### config.mk
export PLATFORM = sky130hd
export DESIGN_NAME = img_frame_streamer_flat
export DESIGN_NICKNAME = d
export VERILOG_FILES = /design/src/rtl/img_frame_streamer_if.sv /design/src/rtl/img_frame_streamer.sv /design/src/flat_wrapper.sv
export SDC_FILE = /design/constraint.sdc
export NUM_CORES = 2
export LEC_CHECK = 0
export CAP_MARGIN = 20
export CORE_AREA = 4 4 424 426
export CTS_BUF_LIST = sky130_fd_sc_hd__clkbuf_4
export DETAILED_ROUTE_END_ITERATION = 10
export DIE_AREA = 0 0 428 430
export PLACE_DENSITY = 0.54
export SYNTH_ARGS = -nofsm -noshare
export SYNTH_HDL_FRONTEND = slang
export SYNTH_SLANG_ARGS = --single-unit
### constraint.sdc
create_clock -name clk -period 5.5 [get_ports clk]
set_input_delay 0.825 -clock clk [delete_from_list [all_inputs] [get_ports clk]]
set_output_delay 0.825 -clock clk [all_outputs]
set_load 0.01 [all_outputs]
### src/rtl/img_frame_streamer_if.sv
// Frame-in / row-out bus of the traffic-image streamer.
// The master modport is the streamer itself. The slave modport is the upstream source plus the row sink.
interface img_frame_streamer_if #(
    parameter int unsigned IMG_W = 32,
    parameter int unsigned IMG_H = 32
);
    localparam int unsigned FW = IMG_W * IMG_H;
    localparam int unsigned IW = (IMG_H > 1) ? $clog2(IMG_H) : 1;
    localparam int unsigned CW = $clog2(FW + 1);

    logic [FW-1:0]    frame_data;
    logic             frame_valid;
    logic             frame_ready;
    logic [IMG_W-1:0] row_data;
    logic             row_valid;
    logic             row_ready;
    logic [IW-1:0]    row_idx;
    logic             sof;
    logic             eof;
    logic [CW-1:0]    frame_ones;
    logic             ones_valid;
    logic             busy;

    modport master (
        input  frame_data, frame_valid, row_ready,
        output frame_ready, row_data, row_valid, row_idx, sof, eof,
               frame_ones, ones_valid, busy
    );

    modport slave (
        output frame_data, frame_valid, row_ready,
        input  frame_ready, row_data, row_valid, row_idx, sof, eof,
               frame_ones, ones_valid, busy
    );
endinterface

### src/rtl/img_frame_streamer.sv
// Streams one 32x32 binary frame out row by row and reports its set-pixel count at end of frame.
// The frame is captured into a shadow register that shifts up one row per accepted beat.
module img_frame_streamer #(
    parameter int unsigned IMG_W = 32,
    parameter int unsigned IMG_H = 32
) (
    input  logic                  clk,
    input  logic                  rst_n,
    img_frame_streamer_if.master  bus
);
    localparam int unsigned FW = IMG_W * IMG_H;
    localparam int unsigned IW = (IMG_H > 1) ? $clog2(IMG_H) : 1;
    localparam int unsigned CW = $clog2(FW + 1);
    localparam logic [IW-1:0] LAST_ROW = IW'(IMG_H - 1);

    typedef enum logic [0:0] {IDLE, SEND} state_t;

    state_t           state, state_nxt;
    logic [FW-1:0]    shadow, shadow_nxt;
    logic [CW-1:0]    acc, acc_nxt;
    logic [IMG_W-1:0] row_data, row_data_nxt;
    logic [IW-1:0]    row_idx, row_idx_nxt;
    logic [CW-1:0]    frame_ones, frame_ones_nxt;
    logic             row_valid, row_valid_nxt;
    logic             frame_ready, frame_ready_nxt;
    logic             sof, sof_nxt;
    logic             eof, eof_nxt;
    logic             ones_valid, ones_valid_nxt;
    logic             busy, busy_nxt;
    logic             accept_c, hs_c, last_c;
    logic [CW-1:0]    sum_c;

    function automatic logic [CW-1:0] popcount(input logic [IMG_W-1:0] v);
        logic [CW-1:0] c;
        c = '0;
        for (int i = 0; i < int'(IMG_W); i++) c = c + CW'(v[i]);
        return c;
    endfunction

    assign accept_c = (state == IDLE) && frame_ready && bus.frame_valid;
    assign hs_c     = (state == SEND) && row_valid && bus.row_ready;
    assign last_c   = (row_idx == LAST_ROW);
    assign sum_c    = acc + popcount(row_data);

    // State register plus all registered outputs
    always_ff @(posedge clk or negedge rst_n) begin
        if (!rst_n) begin
            state       <= IDLE;
            shadow      <= '0;
            acc         <= '0;
            row_data    <= '0;
            row_idx     <= '0;
            frame_ones  <= '0;
            row_valid   <= 1'b0;
            frame_ready <= 1'b1;
            sof         <= 1'b0;
            eof         <= 1'b0;
            ones_valid  <= 1'b0;
            busy        <= 1'b0;
        end else begin
            state       <= state_nxt;
            shadow      <= shadow_nxt;
            acc         <= acc_nxt;
            row_data    <= row_data_nxt;
            row_idx     <= row_idx_nxt;
            frame_ones  <= frame_ones_nxt;
            row_valid   <= row_valid_nxt;
            frame_ready <= frame_ready_nxt;
            sof         <= sof_nxt;
            eof         <= eof_nxt;
            ones_valid  <= ones_valid_nxt;
            busy        <= busy_nxt;
        end
    end

    // Next-state logic
    always_comb begin
        state_nxt = state;
        case (state)
            IDLE:    if (accept_c) state_nxt = SEND;
            SEND:    if (hs_c && last_c) state_nxt = IDLE;
            default: state_nxt = IDLE;
        endcase
    end

    // Datapath and output next values; a stalled beat simply holds
    always_comb begin
        shadow_nxt     = shadow;
        acc_nxt        = acc;
        row_data_nxt   = row_data;
        row_idx_nxt    = row_idx;
        frame_ones_nxt = frame_ones;
        ones_valid_nxt = 1'b0;
        case (state)
            IDLE: begin
                if (accept_c) begin
                    row_data_nxt = bus.frame_data[FW-1 -: IMG_W];
                    shadow_nxt   = bus.frame_data << IMG_W;
                    row_idx_nxt  = '0;
                    acc_nxt      = '0;
                end
            end
            SEND: begin
                if (hs_c) begin
                    acc_nxt = sum_c;
                    if (last_c) begin
                        frame_ones_nxt = sum_c;
                        ones_valid_nxt = 1'b1;
                        row_data_nxt   = '0;
                        row_idx_nxt    = '0;
                    end else begin
                        row_data_nxt = shadow[FW-1 -: IMG_W];
                        shadow_nxt   = shadow << IMG_W;
                        row_idx_nxt  = row_idx + IW'(1);
                    end
                end
            end
            default: ;
        endcase
        row_valid_nxt   = (state_nxt == SEND);
        frame_ready_nxt = (state_nxt == IDLE);
        busy_nxt        = (state_nxt == SEND);
        sof_nxt         = row_valid_nxt && (row_idx_nxt == '0);
        eof_nxt         = row_valid_nxt && (row_idx_nxt == LAST_ROW);
    end

    assign bus.row_data    = row_data;
    assign bus.row_valid   = row_valid;
    assign bus.row_idx     = row_idx;
    assign bus.sof         = sof;
    assign bus.eof         = eof;
    assign bus.frame_ready = frame_ready;
    assign bus.frame_ones  = frame_ones;
    assign bus.ones_valid  = ones_valid;
    assign bus.busy        = busy;
endmodule

### src/flat_wrapper.sv
// flat-port wrapper written by rule: the top's interface ports become plain ports
module img_frame_streamer_flat 
#(
    parameter int unsigned IMG_W = 32,
    parameter int unsigned IMG_H = 32
)
  (clk, rst_n, bus_frame_data, bus_frame_valid, bus_row_ready, bus_frame_ready, bus_row_data, bus_row_valid, bus_row_idx, bus_sof, bus_eof, bus_frame_ones, bus_ones_valid, bus_busy);
  img_frame_streamer_if #(.IMG_W(IMG_W), .IMG_H(IMG_H)) bus_i ();
  input  logic clk;
  input  logic rst_n;
  input wire logic [$bits(bus_i.frame_data)-1:0] bus_frame_data;
  input wire logic [$bits(bus_i.frame_valid)-1:0] bus_frame_valid;
  input wire logic [$bits(bus_i.row_ready)-1:0] bus_row_ready;
  output wire logic [$bits(bus_i.frame_ready)-1:0] bus_frame_ready;
  output wire logic [$bits(bus_i.row_data)-1:0] bus_row_data;
  output wire logic [$bits(bus_i.row_valid)-1:0] bus_row_valid;
  output wire logic [$bits(bus_i.row_idx)-1:0] bus_row_idx;
  output wire logic [$bits(bus_i.sof)-1:0] bus_sof;
  output wire logic [$bits(bus_i.eof)-1:0] bus_eof;
  output wire logic [$bits(bus_i.frame_ones)-1:0] bus_frame_ones;
  output wire logic [$bits(bus_i.ones_valid)-1:0] bus_ones_valid;
  output wire logic [$bits(bus_i.busy)-1:0] bus_busy;
  assign bus_i.frame_data = bus_frame_data;
  assign bus_i.frame_valid = bus_frame_valid;
  assign bus_i.row_ready = bus_row_ready;
  assign bus_frame_ready = bus_i.frame_ready;
  assign bus_row_data = bus_i.row_data;
  assign bus_row_valid = bus_i.row_valid;
  assign bus_row_idx = bus_i.row_idx;
  assign bus_sof = bus_i.sof;
  assign bus_eof = bus_i.eof;
  assign bus_frame_ones = bus_i.frame_ones;
  assign bus_ones_valid = bus_i.ones_valid;
  assign bus_busy = bus_i.busy;
  img_frame_streamer #(.IMG_W(IMG_W), .IMG_H(IMG_H)) u_core (.clk(clk), .rst_n(rst_n), .bus(bus_i));
endmodule
==> impl_metrics.csv <==
group,metric,value,unit
run_status,outcome,"complete, no violations",
clock_network,clk_pin_slew,70,ps
synth,synth_fp_nets,5699,
grt,grt.met1_usage,0.219,
clock_network,cts_buffer_depth,4,
grt,gr-usage-met2,0.364,
placed_design,io_buffers,1081,
worst_setup_path,cpPeakStageDelay,550,ps
worst_setup_path,crit_chain,"ha_1 > inv_1 > fa_1 > fa_1 > fa_1 > fa_1 > fa_1 > fa_1 > inv_2 > ha_4 > fa_2 > a211oi_2 > o211ai_1 > buf_4 > a21oi_2 > o22a_1",
clock_network,cts_sinks,1056,
timing,finClkSkew,87.0,ps
clock_network,cts_buffers,326,
synth,yosys_warnings,0,
floorplanning,die_width,428,um
grt,grtUsageMet3,0.0623,
hold_path,hp-start,"bus_frame_data[194]",
worst_setup_path,reg2reg_depth,16,
grt,grt_pass1_vias,42466,
synth,yosys.area.top_type,"dfrtp_1",
floorplanning,die_h,430,um
floorplanning,coreArea,176000,um2
hold_path,hold_depth,3,
floorplanning,boundaryPins,1082,
synth,synthFlopType,"dfrtp_1",
hold_path,min_path_type,"in -> reg",
timing,slew_headroom,0.273,
routing,wirelength,189000,um
synth,yosysMostFrequentCell,"dfrtp_1",
layout,layout.cells.non_filler,8838,
layout,fin_nets,7330,
worst_setup_path,rr_startpoint,"u_core.bus.row_data[1]$_DFFE_PN0P_",
clock_network,htreeDepth,5,
timing,hold_violations,0,
placed_design,dp.cells,7765,
synth,seq_area_frac_synth,0.537,
grt,overflow,0,
layout,area_growth,43.1,%
clock_network,cts_tree,"done",
routing,vias,39813,
synth,syn_area,49200,um2
routing,first_pass_iters,5,
synth,synth.distinct_cells,53,
routing,drtIter0Drc,2239,
worst_setup_path,start_kind,"flop",
timing,slew_violations,0,
worst_setup_path,required,6640,ps
timing,fin_crit,5280,ps
routing,wl_per_cell,21.4,um
floorplanning,start_util,0.280,
clock_network,cts-root-buf,"clkbuf_4",
worst_setup_path,path_max_fanout,4,
hold_path,whs_endpoint,"u_core.shadow[226]$_DFFE_PN0P_",
layout,finish.utilization,0.401,
power,power.total,37.4,mW
routing,avgViaCountPerCell,4.50,
timing,finalSetupTns,0,ps
synth,syn_avg_cell_area,10.7,um2
worst_setup_path,regToRegEndpoint,"u_core.acc[8]$_DFFE_PN0P_",
worst_setup_path,path_class,"reg -> reg",
timing,finalSetupViolations,0,
power,p_leak,35.3,nW
synth,synth_edf_count,0,
grt,top_usage_layer,"met2",
worst_setup_path,crit_path_frequent_cell,"fa_1",
worst_setup_path,worst-r2r-setup-slack,220,ps
timing,rsz0062_at_grt,"true",
timing,whs,242,ps
routing,ant_nets,0,
floorplanning,std_cell_rows,154,
worst_setup_path,crit_slowest_cell,"fa_1",
placed_design,hpwl,142000,um
timing,worstMarginPinSlew,1090,ps
grt,grt_pass1_wl,278000,um
power,vdd_ir_drop_max,1.77,mV
synth,synth_top_area_share,0.537,
grt,grt_max_degree,242,
placed_design,place_congestion,0.891,
clock_network,clkLatencyLatePin,1270,ps
worst_setup_path,endpoint_kind,"flop",
floorplanning,dieArea,184000,um2
synth,synth.top_cells.by_count,"dfrtp_1 (1055), nand2_1 (997), mux2i_1 (962)",
routing,drc_errors,0,
power,power.density,532,nW/um2
timing,timing.final.crit_share,0.960,
grt,grt_usage,0.201,
layout,layout-drive-gt1-share,0.0849,
synth,yosys_register_bits,1056,
worst_setup_path,cp_data_arrival_time,6420,ps
synth,async_reset_ff_frac,1.00,
timing,max_freq,0.189,GHz
flow_run,cap_viol_max_count,0,
grt,antenna_found_initial,89,
synth,synth_cells,4620,
synth,yosys-top-cells-area,"dfrtp_1 (54%), mux2i_1 (20%), nand2_1 (7.6%)",
layout,fillers,17667,
==> cells in the final DEF (no fill, tap or decap), types with 3 or more instances in the layout <==
master / count
clkinv_2: 3
a21oi_1: 33
mux2i_1: 962
nor2b_1: 5
diode_2: 65
buf_12: 23
fa_1: 24
xor2_1: 3
a221oi_1: 28
inv_1: 43
nand3_1: 10
dfrtp_1: 1054
o21ai_1: 457
ha_1: 25
o211ai_1: 4
and3_1: 4
nor2_1: 23
clkinv_1: 53
clkdlybuf4s50_1: 1080
bufinv_16: 3
o21ai_0: 523
nand2_1: 997
dlygate4sd3_1: 496
a22o_1: 32
clkbuf_4: 449
buf_4: 50
inv_2: 3
==> registers in the layout, summed over array words and instances, names as in the netlist <==
signal and cells:
u_core.shadow 992, u_core.bus.row_data 32, u_core.acc 11, u_core.bus.frame_ones 11, u_core.bus.row_idx 5, u_core.bus.eof 1, u_core.bus.frame_ready 1, u_core.bus.ones_valid 1
u_core.bus.sof 1, u_core.state 1
==> worst max-delay path, delay by kind of cell, from the launching register on <==
kind | cells | cell delay [ps]
compound gates | 4 | 730
fa+ha+maj | 9 | 3760
buf+inv | 3 | 310
flops | 1 | 380
==> where the power goes <==
group | switching (mW) | leakage, nW | internal, mW
Sequential | 2.21 | 13.9 | 11.1
Clock | 3.55 | 2.21 | 3.85
Combinational | 9.18 | 19.2 | 7.60
Total | 14.9 | 35.3 | 22.5
==> cell families after synthesis <==
| group | share of synthesized area |
|---|---|
| XOR/XNOR | 0.000890 |
| multiplexers | 0.196 |
| flip-flops | 0.537 |
| adder cells (fa/ha/maj) | 0.0168 |
| AND/OR/NAND/NOR | 0.0826 |
| buffers and inverters | 0.0491 |
| AO/OA/AOI/OAI | 0.118 |
==> how the worst max path moves through the flow <==
| stage | start | end | slack (ps) | depth (start not counted) |
|---|---|---|---|---|
| detailed placement | u_core.bus.row_data[0]$_DFFE_PN0P_ | u_core.acc[10]$_DFFE_PN0P_ | 50 | 16 |
| global placement | u_core.bus.row_data[0]$_DFFE_PN0P_ | u_core.acc[8]$_DFFE_PN0P_ | 110 | 16 |
| global route | u_core.bus.row_data[1]$_DFFE_PN0P_ | u_core.acc[10]$_DFFE_PN0P_ | -70 | 16 |
| CTS | u_core.bus.row_data[1]$_DFFE_PN0P_ | u_core.acc[10]$_DFFE_PN0P_ | 30 | 16 |
| finish | u_core.bus.row_data[1]$_DFFE_PN0P_ | u_core.acc[8]$_DFFE_PN0P_ | 220 | 16 |
| floorplan | u_core.bus.row_data[0]$_DFFE_PN0P_ | u_core.acc[8]$_DFFE_PN0P_ | 290 | 15 |
==> metal layers <==
| layer | wire length (um) | part of all wire |
|---|---|---|
| met2 | 99000 | 0.52 |
| met3 | 11600 | 0.061 |
| met4 | 6370 | 0.034 |
| met5 | 286 | 0.0015 |
| met1 | 72200 | 0.38 |
==> area by class of cell <==
cell class                      count  area (um2)  area share
Inverter                           44         165     0.00235
Tap cell                         2340        2930      0.0416
Multi-Input combinational cell   3173       20400       0.290
Clock inverter                     61         312     0.00443
Timing Repair Buffer             1650       16600       0.236
Antenna cell                       65         163     0.00231
Sequential cell                  1056       26400       0.375
Clock buffer                      449        3370      0.0479
==> metrics by stage <==
| stage | cell area [um2] | setup slack (ps) |
|---|---|---|
| after global routing | 70400 | -67.0 |
| after CTS | 70200 | 28.2 |
| after floorplan | 49200 | 288 |
| after global placement | 61500 | 111 |
| after detailed placement | 61500 | 52.9 |
| final | 70400 | 220 |
==> what timing repair did <==
action / CTS / global route
hold endpoints to repair: 562 / 0
setup endpoints to repair: 4 / 8
hold buffers: 496 / 0
resized for setup: 1 / 7
setup buffers: 0 / 2
pin swaps: 0 / 5
No activity file was read; power rests on OpenSTA's default activity.
